### config.mk
export PLATFORM = sky130hd
export DESIGN_NAME = reg_scoreboard
export DESIGN_NICKNAME = d
export VERILOG_FILES = /design/src/rtl/reg_scoreboard.sv
export SDC_FILE = /design/constraint.sdc
export NUM_CORES = 1
export LEC_CHECK = 0
export ABC_AREA = 1
export CORE_MARGIN = 2
export CORE_UTILIZATION = 30
export CTS_CLUSTER_DIAMETER = 60
export CTS_CLUSTER_SIZE = 8
export DETAILED_ROUTE_END_ITERATION = 6
export PLACE_DENSITY = 0.54
export SLEW_MARGIN = 25
export SYNTH_ARGS = -nofsm -noshare
export SYNTH_HDL_FRONTEND = slang
export SYNTH_SLANG_ARGS = --single-unit
### constraint.sdc
create_clock -name clk -period 9.9 [get_ports clk]
set_clock_uncertainty 0.2 [all_clocks]
set_input_delay 1.98 -clock clk [delete_from_list [all_inputs] [get_ports clk]]
set_output_delay 1.98 -clock clk [all_outputs]
set_load 0.02 [all_outputs]
### src/rtl/reg_scoreboard.sv
// reg_scoreboard: in-order issue scoreboard with per-register write-back countdowns, shared write-port schedule and saturating stall counter.
// Define SCOREBOARD_FWD_EN to let RAW consumers issue one cycle earlier using the forwarded write-back result.
module reg_scoreboard #(
  parameter int NREGS   = 32,
  parameter int LAT_ALU = 3,
  parameter int LAT_MEM = 5,
  parameter int CNT_W   = 3,
  parameter int PERF_W  = 16
) (
  input  logic               clk,
  input  logic               rst,
  input  logic               issue_valid,
  input  logic [4:0]         issue_rd,
  input  logic               issue_wr,
  input  logic               issue_vec,
  input  logic               issue_load,
  input  logic               use_rs1,
  input  logic               use_rs2,
  input  logic [4:0]         rs1,
  input  logic [4:0]         rs2,
  input  logic               rs1_vec,
  input  logic               rs2_vec,
  input  logic               flush,
  output logic               stall,
  output logic               issue_accept,
  output logic [NREGS-1:0]   busy_s,
  output logic [NREGS-1:0]   busy_v,
  output logic [LAT_MEM-1:0] wb_slot,
  output logic [PERF_W-1:0]  stall_cnt
);
  // A countdown of 1 is the write-back cycle itself; the register file writes through, so it is readable.
`ifdef SCOREBOARD_FWD_EN
  localparam logic [CNT_W-1:0] RDY = CNT_W'(2);
`else
  localparam logic [CNT_W-1:0] RDY = CNT_W'(1);
`endif
  localparam int LA = LAT_ALU - 1;
  localparam int LM = LAT_MEM - 1;
  logic [CNT_W-1:0]   cnt_s_q [NREGS];
  logic [CNT_W-1:0]   cnt_s_d [NREGS];
  logic [CNT_W-1:0]   cnt_v_q [NREGS];
  logic [CNT_W-1:0]   cnt_v_d [NREGS];
  logic [LAT_MEM-1:0] wb_slot_q, wb_slot_d;
  logic [PERF_W-1:0]  stall_cnt_q;
  logic [CNT_W-1:0]   lat;
  logic               live, raw1, raw2, waw, port_hz, wr_go;
  assign lat  = issue_load ? CNT_W'(LAT_MEM) : CNT_W'(LAT_ALU);
  assign live = issue_valid && !flush && !rst;
  assign raw1 = use_rs1 && ((rs1_vec ? cnt_v_q[rs1] : cnt_s_q[rs1]) > RDY);
  assign raw2 = use_rs2 && ((rs2_vec ? cnt_v_q[rs2] : cnt_s_q[rs2]) > RDY);
  assign waw  = issue_wr && ((issue_vec ? cnt_v_q[issue_rd] : cnt_s_q[issue_rd]) != '0);
  // Bit k marks a write landing k cycles from now; a load lands beyond every existing reservation.
  assign port_hz      = issue_wr && !issue_load && wb_slot_q[LAT_ALU];
  assign stall        = live && (raw1 || raw2 || waw || port_hz);
  assign issue_accept = live && !stall;
  assign wr_go        = issue_accept && issue_wr;
  assign wb_slot      = wb_slot_q;
  assign stall_cnt    = stall_cnt_q;
  always_comb begin
    for (int i = 0; i < NREGS; i++) begin
      busy_s[i]  = cnt_s_q[i] != '0;
      busy_v[i]  = cnt_v_q[i] != '0;
      cnt_s_d[i] = cnt_s_q[i] - CNT_W'(busy_s[i]);
      cnt_v_d[i] = cnt_v_q[i] - CNT_W'(busy_v[i]);
    end
    if (wr_go && !issue_vec && issue_rd != '0) cnt_s_d[issue_rd] = lat;
    if (wr_go && issue_vec) cnt_v_d[issue_rd] = lat;
    wb_slot_d = wb_slot_q >> 1;
    if (wr_go && issue_load) wb_slot_d[LM] = 1'b1;
    if (wr_go && !issue_load) wb_slot_d[LA] = 1'b1;
  end
  always_ff @(posedge clk or posedge rst) begin
    if (rst) begin
      cnt_s_q     <= '{default: '0};
      cnt_v_q     <= '{default: '0};
      wb_slot_q   <= '0;
      stall_cnt_q <= '0;
    end else begin
      cnt_s_q   <= cnt_s_d;
      cnt_v_q   <= cnt_v_d;
      wb_slot_q <= wb_slot_d;
      if (stall && !(&stall_cnt_q)) stall_cnt_q <= stall_cnt_q + PERF_W'(1);
    end
  end
endmodule
=== After elaboration in Yosys (flattened, before gate mapping) ===
Index checks and enable logic that the tools add are counted.

* Multiplexer cells: 30
* Bitwise gates (word level): 3
* Reduce and logical (&&, ||, !) cells: 93
* Add/subtract/negate cells: 65
* Magnitude comparators: 6

{| class="wikitable"
|+ Operators with widths
! kind !! number
|-
| $reduce_bool 3->1 || 65
|-
| $bwmux 96 || 2
|-
| $mux 96 || 2
|-
| $sub 3x1->3 || 64
|-
| $bmux 3 s5 || 6
|-
| $mux 3 || 17
|-
| $ge 6x6->1 const B || 3
|-
| $not 5->6 || 3
|-
| $logic_and 1x1->1 || 17
|-
| $add 16x1->16 const B || 1
|-
| $reduce_and 16->1 || 1
|-
| $demux 3 s5 || 1
|-
| $gt 3x1->1 const B || 2
|-
| $logic_not 1->1 || 6
|-
| $lt 6x1->1 const B || 1
|-
| $reduce_bool 5->1 || 1
|-
| $logic_or 1x1->1 || 3
|-
| $mux 1 || 2
|}

* Input bits: 26
* Bits in registers: 213
* Output and inout port bits: 87

=== Logic depth before layout (Yosys ltp) ===
* Depth in word-level cells: 17
* Gate-level depth with buffers: 24
* Gate-level depth less buffers: 20

=== Least setup slack after synthesis ===
Ideal clock, no wire load.

* Path kind: input to output
* Start: in issue_rd[0]
* End: out issue_accept
* Data required time: 7.720 ns
* Slack: 4.052 ns
* Buffers on the path: 5
* Data arrival time: 3.668 ns
* Cell stages on the path: 20
* Cells stage by stage: buf_4 > buf_6 > buf_2 > nand2_1 > o21ai_0 > nand2_1 > nand2_1 > nand2_1 > nand2_1 > nor2_1 > nand2_1 > nor2_1 > nand2_1 > nand2_1 > nand2_1 > nand2_1 > nand3_2 > nor2_4 > buf_4 > buf_4

* Longest elaborated chain between the ends: 12
* Elaborated cells between the ends (all ways): 15

{| class="wikitable"
|+ RTL lines
! what !! RTL line !! source
|-
| start, declared || 13 || <nowiki>input logic [4:0] issue_rd,</nowiki>
|-
| $not 5->6 (implied by the code) * || 51 || <nowiki>assign waw = issue_wr && ((issue_vec ? cnt_v_q[issue_rd] : cnt_s_q[issue_rd]) != '0);</nowiki>
|-
| $bmux 3 s5 || 51 ||
|-
| $mux 3 (implied by the code) (2 in a row) || 51 ||
|-
| $mux 3 * || 51 ||
|-
| $reduce_bool 3->1 * || 51 ||
|-
| $logic_and 1x1->1 * || 51 ||
|-
| $logic_or 1x1->1 * (2 in a row) || 54 || <nowiki>assign stall = live && (raw1 || raw2 || waw || port_hz);</nowiki>
|-
| $logic_and 1x1->1 * || 54 ||
|-
| $logic_not 1->1 * || 55 || <nowiki>assign issue_accept = live && !stall;</nowiki>
|-
| $logic_and 1x1->1 * || 55 ||
|-
| end, declared || 25 || <nowiki>output logic issue_accept,</nowiki>
|}

Mark *: on every way between the ends. The rest lies on a longest branch, timed or not. The select of a mux whose other input is x is not followed.

=== Worst setup path after layout ===
* Start: in issue_rd[1]
* End: out stall

* Longest elaborated chain between the ends: 10
* Elaborated cells between the ends (all ways): 13

{| class="wikitable"
|+ RTL lines
! what !! RTL line !! source
|-
| $not 5->6 (implied by the code) * || 51 ||
|-
| $bmux 3 s5 || 51 ||
|-
| $mux 3 (implied by the code) (2 in a row) || 51 ||
|-
| $mux 3 * || 51 ||
|-
| $reduce_bool 3->1 * || 51 ||
|-
| $logic_and 1x1->1 * || 51 ||
|-
| $logic_or 1x1->1 * (2 in a row) || 54 ||
|-
| $logic_and 1x1->1 * || 54 ||
|-
| end, declared || 24 || <nowiki>output logic stall,</nowiki>
|}

Marks and branches as above.

==> results by group <==
Critical path
  – Worst-path fanout max: 42
  – Critical Path RT: about 7.7 ns
  – CP Capture Type: output port
  – Critical path data arrival time: just under 6 ns
  – Cell Chain, Critical Path: buf_2 -> nand2_1 -> inv_1 -> nand2_1 -> o21ai_0 -> nor2_1 -> nand3_1 -> nand2_1 -> nand2_1 -> nor2_1 -> nand2_1 -> nand2_1 -> nand2_1 -> nand2_1 -> nand3_2 -> nand2_1 -> inv_2 -> clkdlybuf4s50_1
  – Critical Path Max Stage Delay: between 0.6 and 0.7 ns
  – Most Frequent Cell on Critical Path: nand2_1
  – CP top delay family: buffers and inverters
  – R2r setup slk: 5.59 ns
  – Startpoint Class: input port
  – Worst path slowest cell: buf_2
  – Kind of critical path: in -> out
  – Worst Path Buf+Inv: 4

Global routing
  – Most used routing layer: met2
  – Initial antenna violation count: 0
  – Met2 usage: a little over a third
  – Grt met1 use: roughly 29%
  – Pin count of the biggest net entering global routing: between 90 and 100
  – Vias in the first global route: roughly 17,000
  – Met3 Usage GRT: 4.04%
  – Remaining global-route overflow: 0
  – First-pass GRT wire length: between 90,000 and 100,000 um
  – Overall routing resource usage: between 20% and 30%

Clock tree
  – Post-cts gate resize count: 0
  – Clock sinks: 213
  – H-tree depth: 2
  – CTS tree: yes
  – CTS Hold Buffers Added: 0
  – Clock Tree Buf Depth: 3
  – Cts bufs inserted: 36
  – Post-CTS Setup Inserts: 0
  – Root Buffer: clkbuf_16
  – Clock slew at reported path FFs: ~0.050 ns
  – Clk Latency, worst-skew pair: 0.56 ns

Placed design
  – Port buffer count: between 100 and 150
  – Placer Congestion: between 0.9 and 1
  – Pre-CTS WS: 1.97 ns
  – Final HPWL DP: 43,900 um

Synthesis
  – Register area share after synthesis: approximately a third
  – Synth Warn #: 0
  – Post-Synthesis Cells: ~2,600
  – Post-synth cell types: 27
  – Mean area per synthesized cell: ~6.6 sq um
  – #FFs+latches synth: approximately 210
  – Synthesized cell area: 16,900 sq um
  – Mapped Nets: around 2,700

Pwr
  – Gate power share: 52.9%
  – Static Leakage: 0.0101 uW
  – Switching Fraction: between 40% and 50%
  – Clk network pwr share: approximately a fifth
  – PD cells: ~320 nW/um^2
  – Cell Int Power: approximately 3300 uW
  – Total power: between 6000 and 7000 uW
  – Sw Pwr: roughly 2900 uW
  – Seq pwr share: between 20% and 30%
  – VDD IR max: roughly 0.11 mV

STA
  – Fin crit period: 8.05 ns
  – RSZ-0062 raised after global routing: no
  – Final hold violation count: 0
  – Fin crit share: slightly above 80%
  – Max-slew violation count: 0
  – Fmax: roughly 120 MHz
  – Final WS setup: approximately 1.8 ns
  – Slew @ Worst Pin: approximately 0.96 ns
  – Normalized max-slew margin: between 30 and 40%
  – Endpoints failing setup: 0
  – Fin Setup TNS: 0 ns

Floorplan
  – Die ar.: just under 60,000 sq um
  – CORE AREA: between 50,000 and 60,000 sq um
  – Die X: 241 um
  – Die Height: between 200 and 250 um
  – I/O pin total: 113
  – Initial Util: between 30% and 40%
  – Row cnt: 86

Finish
  – Nets: around 2,800
  – Share of layout cells above drive strength 1: under 10%
  – Synthesis-to-finish area growth: 15.5%

Outcome
  – Status: completed

Routing
  – Via/cell ratio: around 5.1
  – Antenna-violating nets left: 0
  – WL final: 63,600 um
  – DRC: 0
  – Vias: around 17,000
  – WL per Instance: approximately 19 um
  – Drt initial violations: 1,654
  – Pre-antenna DRT Iters: 5

Run
  – Max-Cap Viols: 0

Hold path
  – Worst hold path type: reg -> reg
-- per-layer routing --
metal,up-vias,routed length (um)
met5,-,0
met3,121,4570
li1,8317,-
met1,8191,27900
met4,0,2130
met2,662,29000
-- worst reg2reg max path, stage by stage, from the launching register on --
cell     delay (ns)
dfrtp_1        0.38
nor2_1         0.44
nand2_1        0.11
nand3_1        0.09
nand3_1        0.08
nand3_1        0.21
nand2_1        0.08
nand2_1        0.06
nand3_1        0.07
nand3_1        0.13
nand3_2        0.20
nor2_4         0.18
buf_4          0.55
nand3_2        0.64
buf_4          0.54
nand2_1        0.20
nand2_1        0.05
-- cell families after synthesis --
family | share of synthesized area [%]
buffers and inverters | 11.4
XOR/XNOR | 4.05
AND/OR/NAND/NOR | 36.4
flip-flops | 31.6
adder cells (fa/ha/maj) | 9.56
AO/OA/AOI/OAI | 7.03
-- power by group through the flow --
stage	logic [uW]	registers, uW	clock network (uW)
after floorplan	2420	1590	0
after global placement	3190	1780	0
after detailed placement	3280	1780	0
after CTS	3310	1770	1180
after global routing	3840	1820	1220
final	3310	1780	1160
-- path summary, 6_finish.rpt --
kind | start | to | cells after the start
max in group asynchronous | rst | cnt_v_q[56] | 3
max | issue_rd[1] | stall | 18
min | wb_slot[1] | wb_slot[0] | 0
min in group asynchronous | rst | wb_slot[3] | 2
max reg2reg | cnt_v_q[56] | cnt_s_q[16] | 16
min reg2reg | wb_slot[1] | wb_slot[0] | 0
-- Yosys cell counts --
library cell	instances	area (sq um)
clkbuf_1	64	240
ha_1	129	1610
nor4_1	2	12.5
buf_2	35	175
buf_1	11	41.3
nand2_2	1	6.26
buf_4	26	195
o21ai_1	2	10.0
nand3b_1	1	7.51
o21ai_0	210	1050
o21bai_1	1	7.51
o211ai_1	9	67.6
xor2_1	51	447
or3_1	1	6.26
nor2_4	1	11.3
nand4_1	193	1210
xnor2_1	27	236
inv_1	326	1220
dfrtp_1	213	5330
nor3_1	10	50.1
buf_6	2	22.5
nor2_1	222	833
nand2_1	903	3390
nand3_2	3	30.0
a21oi_1	10	50.1
inv_2	5	18.8
nand3_1	118	591
-- stage by stage --
| step | hold slack [ns] | util (%) | instances | cell area (sq um) |
|---|---|---|---|---|
| after floorplan | 0.155 | - | 2576 | 16900 |
| after global placement | 0.157 | 33.3 | 3320 | 18400 |
| after detailed placement | 0.160 | 33.3 | 3320 | 18400 |
| after CTS | 0.172 | 35.2 | 3373 | 19500 |
| after global routing | 0.176 | 35.2 | 3373 | 19500 |
| final | 0.169 | 35.2 | 3375 | 19500 |
-- state kept, by name, summed over array words and instances (netlist names) --
signal / flops
cnt_s_q: 96
cnt_v_q: 96
stall_cnt: 16
wb_slot: 5
-- placed cells by master, fill, tap and decap left out, types with 22 or more instances in the layout --
| master | instances |
|---|---|
| nand4_1 | 193 |
| clkdlybuf4s50_1 | 107 |
| xnor2_1 | 27 |
| dfrtp_1 | 213 |
| inv_1 | 324 |
| nand2_1 | 903 |
| nand3_1 | 118 |
| xor2_1 | 51 |
| nor2_1 | 222 |
| clkbuf_16 | 38 |
| o21ai_0 | 210 |
| ha_1 | 129 |
| buf_4 | 22 |
-- cell type report --
class / instances / area [sq um]
clock buffers: 45 / 997
well taps: 748 / 936
inverters: 331 / 1250
multi-input cells: 1894 / 9630
repair buffers: 134 / 1280
clock inverters: 8 / 57.6
flip-flops and latches: 213 / 5330
fillers: 6013 / 35800
diodes: 2 / 5.00
No activity file was read; power rests on OpenSTA's default activity.
